==> config.mk <==
export PLATFORM = sky130hd
export DESIGN_NAME = uart_rx
export DESIGN_NICKNAME = d
export VERILOG_FILES = /design/src/rtl/uart_pkg.sv /design/src/rtl/uart_sync.sv /design/src/rtl/uart_rx.sv
export SDC_FILE = /design/constraint.sdc
export NUM_CORES = 1
export LEC_CHECK = 0
export BUFFER_PORTS_ARGS = -buffer_cell sky130_fd_sc_hd__buf_2
export CAP_MARGIN = 15
export CORE_MARGIN = 3
export CORE_UTILIZATION = 50
export DETAILED_ROUTE_END_ITERATION = 12
export PLACE_DENSITY = 0.7
export SLEW_MARGIN = 20
export SYNTH_ARGS = -nofsm -noshare
export SYNTH_HDL_FRONTEND = slang
export SYNTH_SLANG_ARGS = --single-unit
==> constraint.sdc <==
create_clock -name clk -period 4.2 [get_ports clk]
set_input_delay 0.63 -clock clk [delete_from_list [all_inputs] [get_ports clk]]
set_output_delay 0.63 -clock clk [all_outputs]
set_load 0.01 [all_outputs]
==> src/rtl/uart_pkg.sv <==
// Shared UART definitions: FSM state encoding and default frame parameters.
// uart_tx imports the same package.
package uart_pkg;

  typedef enum logic [2:0] {
    IDLE  = 3'd0,
    START = 3'd1,
    DATA  = 3'd2,
    STOP  = 3'd3,
    BRK   = 3'd4
  } state_e;

  localparam int UART_DBIT    = 8;
  localparam int UART_OVS     = 16;
  localparam int UART_SB_TICK = 16;

  function automatic int max_int(input int a, input int b);
    return (a > b) ? a : b;
  endfunction

endpackage

==> src/rtl/uart_sync.sv <==
// Two-flop synchroniser for asynchronous pad inputs (RX, CTS, ...).
// RST_VAL sets the level both flops take during reset.
module uart_sync #(
  parameter logic RST_VAL = 1'b1
) (
  input  logic clk,
  input  logic rst,
  input  logic d_i,
  output logic q_o
);

  logic meta_q;
  logic sync_q;

  always_ff @(posedge clk or posedge rst) begin
    if (rst) begin
      meta_q <= RST_VAL;
      sync_q <= RST_VAL;
    end else begin
      meta_q <= d_i;
      sync_q <= meta_q;
    end
  end

  assign q_o = sync_q;

endmodule

==> src/rtl/uart_rx.sv <==
// Oversampling UART receiver: start-bit qualification at mid-bit, LSB-first
// data shift, stop-bit check with framing error and break hold-off.
module uart_rx
  import uart_pkg::*;
#(
  parameter int DBIT    = UART_DBIT,
  parameter int SB_TICK = UART_SB_TICK,
  parameter int OVS     = UART_OVS
) (
  input  logic            clk,
  input  logic            rst,
  input  logic            s_tick,
  input  logic            rx,
  output logic [DBIT-1:0] dout,
  output logic            rx_done_tick,
  output logic            frame_err,
  output state_e          state_o
);

  localparam int SW = $clog2(max_int(OVS, SB_TICK));
  localparam int NW = (DBIT > 1) ? $clog2(DBIT) : 1;

  localparam logic [SW-1:0] S_HALF = SW'(OVS / 2 - 1);
  localparam logic [SW-1:0] S_BIT  = SW'(OVS - 1);
  localparam logic [SW-1:0] S_STOP = SW'(SB_TICK - 1);
  localparam logic [NW-1:0] N_LAST = NW'(DBIT - 1);

  logic            rx_s;
  state_e          state_q;
  logic [SW-1:0]   s_q;
  logic [NW-1:0]   n_q;
  logic [DBIT-1:0] b_q;
  logic [DBIT-1:0] b_d;
  logic [DBIT-1:0] dout_q;
  logic            done_q;
  logic            ferr_q;

  uart_sync #(.RST_VAL(1'b1)) u_sync (
    .clk (clk),
    .rst (rst),
    .d_i (rx),
    .q_o (rx_s)
  );

  assign b_d = {rx_s, b_q[DBIT-1:1]};

  always_ff @(posedge clk or posedge rst) begin
    if (rst) begin
      state_q <= IDLE;
      s_q     <= '0;
      n_q     <= '0;
      b_q     <= '0;
      dout_q  <= '0;
      done_q  <= 1'b0;
      ferr_q  <= 1'b0;
    end else begin
      done_q <= 1'b0;
      case (state_q)
        IDLE: begin
          if (!rx_s) begin
            state_q <= START;
            s_q     <= '0;
          end
        end
        START: begin
          // A start bit must still be low half a bit later, else it was a glitch.
          if (s_tick) begin
            if (s_q == S_HALF) begin
              s_q <= '0;
              if (rx_s) begin
                state_q <= IDLE;
              end else begin
                state_q <= DATA;
                n_q     <= '0;
              end
            end else begin
              s_q <= s_q + SW'(1);
            end
          end
        end
        DATA: begin
          if (s_tick) begin
            if (s_q == S_BIT) begin
              s_q <= '0;
              b_q <= b_d;
              if (n_q == N_LAST) begin
                state_q <= STOP;
              end else begin
                n_q <= n_q + NW'(1);
              end
            end else begin
              s_q <= s_q + SW'(1);
            end
          end
        end
        STOP: begin
          if (s_tick) begin
            if (s_q == S_STOP) begin
              s_q     <= '0;
              dout_q  <= b_q;
              done_q  <= 1'b1;
              ferr_q  <= !rx_s;
              // A low stop bit may be a break: wait for idle before re-arming.
              state_q <= rx_s ? IDLE : BRK;
            end else begin
              s_q <= s_q + SW'(1);
            end
          end
        end
        BRK: begin
          if (rx_s) state_q <= IDLE;
        end
        default: state_q <= IDLE;
      endcase
    end
  end

  assign dout         = dout_q;
  assign rx_done_tick = done_q;
  assign frame_err    = ferr_q;
  assign state_o      = state_q;

endmodule

== Word-level counts from Yosys, hierarchy flattened ==
Cells that the tools add are included.

* Word-level logic and storage cells: 68
* Output and inout bits: 13
* Input port bits: 4
* Flip-flop bits (word level): 30

* Reductions and logical operators: 10
* Multiplexer cells: 28
* $add $sub $neg: 2
* Equal/unequal tests: 19

{| class="wikitable"
|+ Operators with widths
! operator !! count
|-
| 3-bit 2-to-1 mux || 16
|-
| 4-bit 2-to-1 mux || 5
|-
| 2-bit inequality test (second input constant) || 10
|-
| 3-bit case mux with 5 select lines || 1
|-
| 4-bit case mux with 3 select lines || 1
|-
| 9-bit AND reduction || 1
|-
| 7-bit AND reduction || 1
|-
| 3-bit by 2-bit equality test with 1-bit output (second input constant) || 2
|-
| 3-bit equality test (second input constant) || 2
|-
| 3-bit case mux with 2 select lines || 1
|-
| 3-bit AND reduction || 2
|-
| 4-bit by 1-bit adder with 4-bit output (second input constant) || 1
|-
| 4-bit by 3-bit equality test with 1-bit output (second input constant) || 1
|-
| 4-bit equality test (second input constant) || 1
|-
| 2-bit by 1-bit inequality test with 1-bit output (second input constant) || 2
|-
| 4-bit AND reduction || 1
|-
| 3-bit by 1-bit adder with 3-bit output (second input constant) || 1
|-
| 3-bit by 1-bit equality test with 1-bit output (second input constant) || 1
|-
| 3-bit logical NOT || 1
|-
| 1-bit 2-to-1 mux || 3
|-
| 3-bit nonzero test || 1
|-
| 2-bit 2-to-1 mux || 1
|-
| 2-bit nonzero test || 1
|-
| 2-bit OR reduction || 1
|-
| 1-bit logical NOT || 1
|}

== Logic depth before layout (Yosys ltp) ==
Gate-level depths: netlist (run 1).

* Word-level depth: 5
* Depth in mapped cells: 5
* Gate-level depth less buffers: 5

== By module ==
Synthesis (run 1) repeated with hierarchy kept, for this count alone.

* Cells, all modules: 103
* Area total of the unflattened synthesis: 1337.5 sq um

{| class="wikitable"
|+ By module, submodules not included
! module !! instances !! seq. area each (sq um) !! area an instance (sq um) !! cells each
|-
| uart_rx || 1 || 700.7 || 1281.2 || 100
|-
| uart_sync || 1 || 52.6 || 56.3 || 3
|}

== Worst setup path before layout (run 1) ==
OpenSTA, ideal clock, no wires.

* Path type: reg2reg
* From: reg s_q[0]
* To: reg b_q[0]
* Buffers on the path: 1
* Required time: 4.075 ns
* Clock period less this slack: 1.750 ns
* Setup slack: 2.450 ns
* Setup time: 0.125 ns
* Stages on the path, launching flop included: 6
* Data arrival time: 1.624 ns
* Cell sequence: dfrtp_1 ha_1 nand3_1 or4b_4 buf_6 mux2_4

* Longest elaborated chain between the ends: 2

{| class="wikitable"
|+ RTL lines
! what !! RTL line !! RTL
|-
| start, declared || uart_rx.sv:30 || <nowiki>logic [SW-1:0] s_q;</nowiki>
|-
| start signal, assigned || uart_rx.sv:77 || <nowiki>s_q <= s_q + SW'(1);</nowiki>
|-
| start signal, assigned || uart_rx.sv:92 || <nowiki>s_q <= s_q + SW'(1);</nowiki>
|-
| start signal, assigned || uart_rx.sv:106 || <nowiki>s_q <= s_q + SW'(1);</nowiki>
|-
| 4-bit equality test || uart_rx.sv:83 || <nowiki>if (s_q == S_BIT) begin</nowiki>
|-
| 3-bit AND reduction (no line) || - ||
|-
| end signal, assigned || uart_rx.sv:52 || <nowiki>b_q <= '0;</nowiki>
|-
| end signal, assigned || uart_rx.sv:85 || <nowiki>b_q <= b_d;</nowiki>
|-
| end, declared || uart_rx.sv:32 || <nowiki>logic [DBIT-1:0] b_q;</nowiki>
|}

No other way between the ends.
A chain may end at the register's enable or synchronous reset.

== Worst setup path after layout (run 1) ==
* From: reg s_q[0]
* To: reg dout_q[5], in the netlist dout[5]

* Longest elaborated chain between the ends: 2

{| class="wikitable"
|+ RTL lines
! what !! RTL line !! RTL
|-
| 4-bit equality test || uart_rx.sv:98 || <nowiki>if (s_q == S_STOP) begin</nowiki>
|-
| 3-bit AND reduction (no line) || - ||
|-
| end signal, assigned || uart_rx.sv:100 || <nowiki>dout_q <= b_q;</nowiki>
|-
| end, declared || uart_rx.sv:34 || <nowiki>logic [DBIT-1:0] dout_q;</nowiki>
|}

No other way between the ends.

==> results of run 1 <==
power breakdown:
group          switching [mW]  internal [mW]
registers              0.0627          0.328
logic                  0.0683         0.0778
clock network          0.0977         0.0811
logic make-up after synthesis:
logic type | count (synthesis) | share of synthesized area
compound gates | 16 | 0.0779
xor+xnor | 1 | 0.00620
fa+ha+maj | 3 | 0.0266
buf+inv | 12 | 0.0540
flops | 30 | 0.533
mux | 20 | 0.179
simple gates | 25 | 0.123
metal layers:
metal | part of all wire | routed length, microns | global-route usage | vias to the layer above
met3 | 0.053 | 121 | 0.0545 | 5
met5 | 0 | 0 | 0 | -
met2 | 0.45 | 1040 | 0.230 | 24
li1 | - | - | - | 421
met1 | 0.47 | 1090 | 0.195 | 430
met4 | 0.019 | 43 | 0.0777 | 0
worst max path at each step:
stage | end | slack (ns) | depth (start not counted)
3_3_place_gp | dout[6] | 2.31 | 5
2_1_floorplan | b_q[0] | 2.45 | 5
4_1_cts | dout[6] | 2.29 | 5
6_report | dout[5] | 2.30 | 5
3_5_place_dp | b_q[6] | 2.31 | 4
5_1_grt | dout[7] | 2.14 | 5
registers in the layout, summed over array words and instances, names as in the netlist:
register and count:
u_sync.meta_q 1, state_o 3, rx_done_tick 1, frame_err 1, dout 8, n_q 3, b_q 8, u_sync.q_o 1
s_q 4
layout make-up:
| class | instances | area [sq um] | area share |
|---|---|---|---|
| multi-input combinational | 65 | 583 | 0.379 |
| timing repair buffer | 16 | 80.1 | 0.0521 |
| tap | 30 | 37.5 | 0.0244 |
| inverter | 6 | 22.5 | 0.0147 |
| sequential | 30 | 753 | 0.490 |
| clock buffer | 7 | 55.1 | 0.0358 |
| clock inverter | 1 | 5.00 | 0.00326 |
metrics by stage:
stage | setup WS, ns | power [mW] | hold WS [ns]
after floorplan | 2.45 | 0.518 | 0.345
after global placement | 2.31 | 0.538 | 0.346
after detailed placement | 2.31 | 0.543 | 0.348
after CTS | 2.29 | 0.726 | 0.362
after global routing | 2.14 | 0.769 | 0.374
final | 2.30 | 0.715 | 0.358
Yosys cell counts (2+ instances only):
cell / instances / area (sq um)
mux2_4: 8 / 120
and4_1: 2 / 17.5
buf_4: 2 / 15.0
dfrtp_1: 28 / 701
a211oi_1: 2 / 15.0
nand2_1: 3 / 11.3
mux2_2: 10 / 113
nor3b_1: 3 / 22.5
a31oi_1: 2 / 12.5
nor3_1: 2 / 10.0
nand3_1: 2 / 10.0
dfstp_2: 2 / 52.6
ha_1: 3 / 37.5
a21oi_1: 5 / 25.0
inv_1: 6 / 22.5
nor2_1: 3 / 11.3
mux2i_1: 2 / 20.0
buf_6: 3 / 33.8
worst max-delay path: cells and delay by family, from the launching register on:
kind          cells  cell delay (ns)
fa+ha+maj         1             0.28
buf+inv           1             0.20
flops             1             0.42
mux               1             0.35
simple gates      2             0.54
placed cells by master, fill, tap and decap left out, drive strengths merged, types with 2 or more instances in the layout:
cell type / netlist / final
dfrtp: 28 / 28
mux2: 18 / 18
buf: 6 / 16
clkbuf: 0 / 7
inv: 6 / 6
a21oi: 5 / 5
nor3b: 3 / 3
nand2: 3 / 3
nor2: 3 / 3
ha: 3 / 3
nand3: 3 / 3
and4: 2 / 2
mux2i: 2 / 2
a31oi: 2 / 2
nor3: 2 / 2
a211oi: 2 / 2
dfstp: 2 / 2
==> load_flow_metrics.sql, run 1 <==
INSERT INTO impl_metrics (metric_group, metric, value, unit) VALUES
('cts', 'clock_transition_time_at_the_flip_flop_clock_pins_of_the_worst_setup_and_hold_paths', '0.10', 'ns'),
('cts', 'worstSkewPairLatency', '0.32', 'ns'),
('setup_path', 'cp_cell_sequence', 'ha_1 > and4_1 > nand3_2 > inv_1 > mux2_2', ''),
('cts', 'cts-resized-gates', '0', ''),
('logic_synthesis', 'synth_net_count', '114', ''),
('timing', 'slew-limit-headroom', '0.601', ''),
('floorplanning', 'pin_count', '17', ''),
('logic_synthesis', 'synth-edff-count', '0', ''),
('setup_path', 'regToRegEndpoint', 'dout[5]', ''),
('cts', 'clk_path_buf_depth', '2', ''),
('logic_synthesis', 'post_synth_num_cell_types', '37', ''),
('timing', 'setup-violations-final', '0', ''),
('placement', 'dp_hpwl', '1.57', 'mm'),
('routing', 'remaining_drc_errors', '0', ''),
('routing', 'routed_via_density', '5.68', ''),
('min_path', 'hp-class', 'input pin to async pin', ''),
('final_layout', 'fillCellCount', '217', ''),
('logic_synthesis', 'ys.flop_type', 'dfrtp_1', ''),
('floorplanning', 'floorplan.rows', '18', ''),
('timing', 'max_freq', '527', 'MHz'),
('routing', 'routed_wirelength', '2.29', 'mm'),
('cts', 'cts_setup_buffers', '0', ''),
('routing', 'drt.antenna.violating_nets', '0', ''),
('floorplanning', 'die-height', '59.2', 'microns'),
('cts', 'cts_inserted_buffers', '5', ''),
('grt', 'pin_count_of_the_biggest_net_entering_global_routing', '31', ''),
('setup_path', 'crit_fanout', '8', ''),
('floorplanning', 'die_x_extent', '59.2', 'microns'),
('job', 'drv.max_cap_violation_count', '0', ''),
('cts', 'htree_num_levels', '2', ''),
('grt', 'grt_first_pass_wirelength', '3.92', 'mm'),
('final_layout', 'final_area', '1540', 'sq um'),
('pwr', 'power.static_leakage', '0.803', 'nW'),
('routing', 'drt-initial-drc-count', '30', ''),
('final_layout', 'layout.core_utilization', '0.593', ''),
('setup_path', 'timing.rr.start', 's_q[0]', ''),
('setup_path', 'crit_path_top_delay_cell', 'dfrtp_1', ''),
('floorplanning', 'floorplan.initialDensity', '0.545', ''),
('floorplanning', 'core_region_area', '2590', 'sq um'),
('placement', 'place.gp.congestion', '0.832', ''),
('cts', 'cts.root.buffer_cell', 'clkbuf_4', ''),
('setup_path', 'kind_of_end_point_of_the_critical_path', 'flip-flop', ''),
('timing', 'portion_of_the_clock_cycle_consumed_by_the_worst_path_in_the_final_layout', '0.452', ''),
('placement', 'placed_area', '1480', 'sq um'),
('setup_path', 'worst_setup_path_start', 's_q[0]', ''),
('logic_synthesis', 'syn-cell-area', '1410', 'sq um'),
('logic_synthesis', 'postSynthCellCount', '107', ''),
('final_layout', 'syn2layout_area_growth', '8.77', '%'),
('grt', 'global_route.overflow_total', '0', ''),
('setup_path', 'crit_required', '4.41', 'ns'),
('setup_path', 'crit_arrival', '2.11', 'ns'),
('pwr', 'pwr_density_cell', '466', 'nW/um^2'),
('placement', 'placement.io_buffers', '16', ''),
('setup_path', 'path_class', 'flip-flop to flip-flop', ''),
('timing', 'setup_repair_after_global_routing_missed_its_margin', 'no', ''),
('setup_path', 'timing.critical_path.slowest_cell_delay', '0.42', 'ns'),
('final_layout', 'n_antenna_cell', '0', ''),
('timing', 'setup_total_negative_slack', '0', 'ns'),
('grt', 'first_global_vias', '831', ''),
('final_layout', 'layout-drive-gt1-share', '0.400', ''),
('final_layout', 'final_net_count', '131', ''),
('logic_synthesis', 'yosysSeqAreaShare', '0.533', ''),
('timing', 'final.min_clock_period', '1.90', 'ns'),
('timing', 'slew_violations', '0', ''),
('logic_synthesis', 'yosys_warning_count', '0', ''),
('timing', 'clock-skew-final', '0.00835', 'ns'),
('cts', 'cts_tree', 'done', ''),
('final_layout', 'post_layout_nonfiller_instances', '155', ''),
('routing', 'drt_pre_antenna_iters', '4', ''),
('routing', 'routedWlPerCell', '14.8', 'microns'),
('run_status', 'outcome', 'completed', '');
Power figures use the tool's default switching activity.
==> inputs of run 2 (changes only) <==
--- a/config.mk
+++ b/config.mk
@@ -5,6 +5,7 @@
 export SDC_FILE = /design/constraint.sdc
 export NUM_CORES = 1
 export LEC_CHECK = 0
+export ABC_AREA = 1
 export BUFFER_PORTS_ARGS = -buffer_cell sky130_fd_sc_hd__buf_2
 export CAP_MARGIN = 15
 export CORE_MARGIN = 3
==> constraint.sdc (replaced) <==
create_clock -name clk -period 1.9 [get_ports clk]
set_input_delay 0.285 -clock clk [delete_from_list [all_inputs] [get_ports clk]]
set_output_delay 0.285 -clock clk [all_outputs]
set_load 0.01 [all_outputs]
==> run 2 against run 1 <==
Effect of this change: worst setup slack worse by 1.9 ns; clock-buffer cell count is 1 lower; worst hold slack got worse by 0.35 ns; wire length increased by 18%; core utilization up 0.062 points; register-to-register slack got worse by 1.9 ns; synthesized area increased by 9.1%; critical path type unchanged.
==> load_flow_metrics.sql, run 2 <==
INSERT INTO impl_metrics (metric_group, metric, value, unit) VALUES
('logic_synthesis', 'syn-cell-area', '1540', 'sq um'),
('grt', 'grt.total_usage', '0.177', ''),
('grt', 'grt_busiest_layer', 'met2', ''),
('floorplanning', 'floorplan.rows', '19', ''),
('cts', 'cts_tree', 'done', ''),
('logic_synthesis', 'synthesis.area_per_instance', '9.07', 'sq um'),
('floorplanning', 'die-height', '61.5', 'microns'),
('cts', 'cts_setup_buffers', '0', ''),
('timing', 'setup_repair_after_global_routing_missed_its_margin', 'no', ''),
('cts', 'tritoncts_num_sinks', '30', ''),
('logic_synthesis', 'synth.ff_latch_count', '30', ''),
('routing', 'routed_vias', '1151', ''),
('floorplanning', 'die_outline_area', '3790', 'sq um'),
('floorplanning', 'die_x_extent', '61.5', 'microns'),
('routing', 'routed_wirelength', '2.70', 'mm'),
('pwr', 'part_of_the_power_in_registers', '0.450', ''),
('timing', 'slew_violations', '0', ''),
('final_layout', 'syn2layout_area_growth', '9.90', '%'),
('pwr', 'internal_power', '1.07', 'mW'),
('logic_synthesis', 'yosysSeqAreaShare', '0.489', ''),
('logic_synthesis', 'postSynthCellCount', '170', ''),
('floorplanning', 'pin_count', '17', ''),
('pwr', 'net-switching-power', '0.723', 'mW'),
('timing', 'clock-skew-final', '0.0106', 'ns'),
('logic_synthesis', 'ys.flop_type', 'dfrtp_1', ''),
('grt', 'pin_count_of_the_biggest_net_entering_global_routing', '31', ''),
('pwr', 'maximum_vdd_ir_drop', '0.553', 'mV'),
('routing', 'routedWlPerCell', '12.2', 'microns'),
('timing', 'max_freq', '655', 'MHz'),
('logic_synthesis', 'synth.top_cells.by_area', 'dfrtp_1 45%, nand2_1 11%, o21ai_2 8.0%, nand3_1 5.8%, inv_1 4.1%', ''),
('setup_path', 'crit_arrival', '1.74', 'ns'),
('setup_path', 'category_of_cells_accounting_for_the_largest_share_of_critical_path_delay', 'simple AND/OR/NAND/NOR gates', ''),
('grt', 'initial_antenna_violation_count', '0', ''),
('grt', 'grt_first_pass_wirelength', '4.88', 'mm'),
('timing', 'slew-limit-headroom', '0.736', ''),
('pwr', 'comb_power_share', '0.327', ''),
('floorplanning', 'core_region_area', '2850', 'sq um'),
('logic_synthesis', 'post_synth_num_cell_types', '26', ''),
('setup_path', 'crit_path_top_delay_cell', 'dfrtp_1', ''),
('timing', 'setup_total_negative_slack', '0', 'ns'),
('setup_path', 'timing.critical_path.from_type', 'flip-flop', ''),
('logic_synthesis', 'ys_async_sr_fraction', '1.00', ''),
('timing', 'portion_of_the_clock_cycle_consumed_by_the_worst_path_in_the_final_layout', '0.803', ''),
('setup_path', 'timing.reg2reg.worst_path_depth', '6', ''),
('cts', 'cts-resized-gates', '0', ''),
('cts', 'cts.root.buffer_cell', 'clkbuf_4', ''),
('logic_synthesis', 'synth.top_cells.by_count', '46 x nand2_1, 28 x dfrtp_1, 18 x nand3_1', ''),
('timing', 'final.min_clock_period', '1.53', 'ns'),
('grt', 'groute.layer.met3.usage', '0.0629', ''),
('logic_synthesis', 'synth_most_common_cell', 'nand2_1', ''),
('pwr', 'pwr_density_cell', '1060', 'nW/um^2'),
('routing', 'drt-initial-drc-count', '35', ''),
('final_layout', 'mostFrequentLayoutCell', 'nand2_1', ''),
('cts', 'worstSkewPairLatency', '0.33', 'ns'),
('setup_path', 'worst_path_most_repeated_cell', 'nand3_4', ''),
('placement', 'dp_hpwl', '1.98', 'mm'),
('grt', 'groute.layer.met2.usage', '0.284', ''),
('setup_path', 'timing.critical_path.slowest_cell_delay', '0.39', 'ns'),
('pwr', 'power.switching_fraction', '0.402', ''),
('grt', 'global_route.overflow_total', '0', ''),
('placement', 'placed_area', '1630', 'sq um'),
('floorplanning', 'floorplan.initialDensity', '0.540', ''),
('final_layout', 'final_area', '1690', 'sq um'),
('min_path', 'hp-class', 'input pin to async pin', ''),
('setup_path', 'regToRegEndpoint', 'dout[5]', ''),
('routing', 'remaining_drc_errors', '0', ''),
('timing', 'worst_margin_slew', '0.396', 'ns'),
('grt', 'gr-usage-met1', '0.219', ''),
('cts', 'htree_num_levels', '2', ''),
('setup_path', 'timing.rr.start', 's_q[0]', ''),
('cts', 'clock_transition_time_at_the_flip_flop_clock_pins_of_the_worst_setup_and_hold_paths', '0.10', 'ns'),
('cts', 'hold_buffers', '0', ''),
('placement', 'placement.io_buffers', '16', ''),
('final_layout', 'layout.cells.most_common_list', '46 x nand2_1, 28 x dfrtp_1, 18 x nand3_1', ''),
('final_layout', 'layout-drive-gt1-share', '0.293', ''),
('setup_path', 'crit_required', '2.12', 'ns'),
('timing', 'fin_ws', '0.374', 'ns'),
('setup_path', 'path_buf_inv', '0', ''),
('run_status', 'outcome', 'completed', ''),
('setup_path', 'crit_fanout', '18', ''),
('job', 'drv.max_cap_violation_count', '0', ''),
('setup_path', 'cp_cell_sequence', 'ha_1 > nand3_4 > nor2_8 > nand3_4 > nand2_1 > o21ai_2', ''),
('pwr', 'clockPowerShare', '0.223', ''),
('logic_synthesis', 'yosys.area.top_type', 'dfrtp_1', ''),
('cts', 'clk_path_buf_depth', '2', ''),
('timing', 'setup-violations-final', '0', ''),
('logic_synthesis', 'yosysTopAreaCellShare', '0.455', ''),
('placement', 'preCtsSetupSlack', '0.371', 'ns'),
('routing', 'drt.antenna.violating_nets', '0', ''),
('routing', 'routed_via_density', '5.18', ''),
('final_layout', 'final_net_count', '197', ''),
('logic_synthesis', 'yosys_warning_count', '0', ''),
('timing', 'final_hold_viol_count', '0', ''),
('pwr', 'power.static_leakage', '0.875', 'nW'),
('grt', 'first_global_vias', '1124', ''),
('logic_synthesis', 'synth_net_count', '177', ''),
('placement', 'place.gp.congestion', '0.899', ''),
('setup_path', 'kind_of_end_point_of_the_critical_path', 'flip-flop', ''),
('routing', 'drt_pre_antenna_iters', '4', ''),
('cts', 'cts_inserted_buffers', '5', ''),
('setup_path', 'path_class', 'flip-flop to flip-flop', ''),
('final_layout', 'n_antenna_cell', '0', ''),
('setup_path', 'register_to_register_setup_slack', '0.37', 'ns'),
('logic_synthesis', 'synth-edff-count', '0', '');
-- run 2: per-layer routing --
| metal | wire length [microns] | share of wire |
|---|---|---|
| met5 | 0 | 0 |
| met4 | 51 | 0.019 |
| met3 | 93 | 0.034 |
| met2 | 1280 | 0.48 |
| met1 | 1270 | 0.47 |
-- run 2: area by class of cell --
cell class,instances,area [sq um]
Fill cell,249,1160
Sequential cell,30,753
Multi-Input combinational cell,116,676
Timing Repair Buffer,17,87.6
Inverter,20,75.1
Clock buffer,6,51.3
Tap cell,31,38.8
Clock inverter,2,12.5
-- run 2: stage by stage --
step / util / hold slack, ns / cells / power (mW)
after floorplan: - / 0.289 / 170 / 1.29
after global placement: 0.571 / 0.346 / 214 / 1.39
after detailed placement: 0.571 / 0.349 / 214 / 1.41
after CTS: 0.594 / 0.0225 / 222 / 1.81
after global routing: 0.594 / 0.0191 / 222 / 1.95
final: 0.594 / 0.0133 / 222 / 1.80
-- run 2: power by group through the flow --
| stage | Sequential [mW] | Clock, mW | Combinational, mW |
|---|---|---|---|
| 2_1_floorplan | 0.769 | 0 | 0.521 |
| 3_3_place_gp | 0.817 | 0 | 0.572 |
| 3_5_place_dp | 0.821 | 0 | 0.586 |
| 4_1_cts | 0.808 | 0.416 | 0.589 |
| 5_1_grt | 0.821 | 0.456 | 0.674 |
| 6_report | 0.809 | 0.401 | 0.588 |
-- run 2: worst max path at each step --
stage               cells past startpoint       to   start  slack (ns)
floorplan                               7  dout[7]  s_q[0]        0.55
global placement                        6  dout[6]  s_q[0]        0.39
detailed placement                      6  dout[3]  s_q[0]        0.37
CTS                                     6  dout[5]  s_q[0]        0.36
global route                            9   n_q[2]  n_q[0]        0.23
finish                                  6  dout[5]  s_q[0]        0.37
-- run 2: cell families after synthesis --
group / synth area share
flops: 0.489
buf+inv: 0.0730
simple gates: 0.291
xor+xnor: 0.0114
fa+ha+maj: 0.0244
compound gates: 0.112
-- run 2: worst min-delay path, cell delays in order --
cell   delay, ns
buf_2       0.09
inv_1       0.04
buf_4       0.33
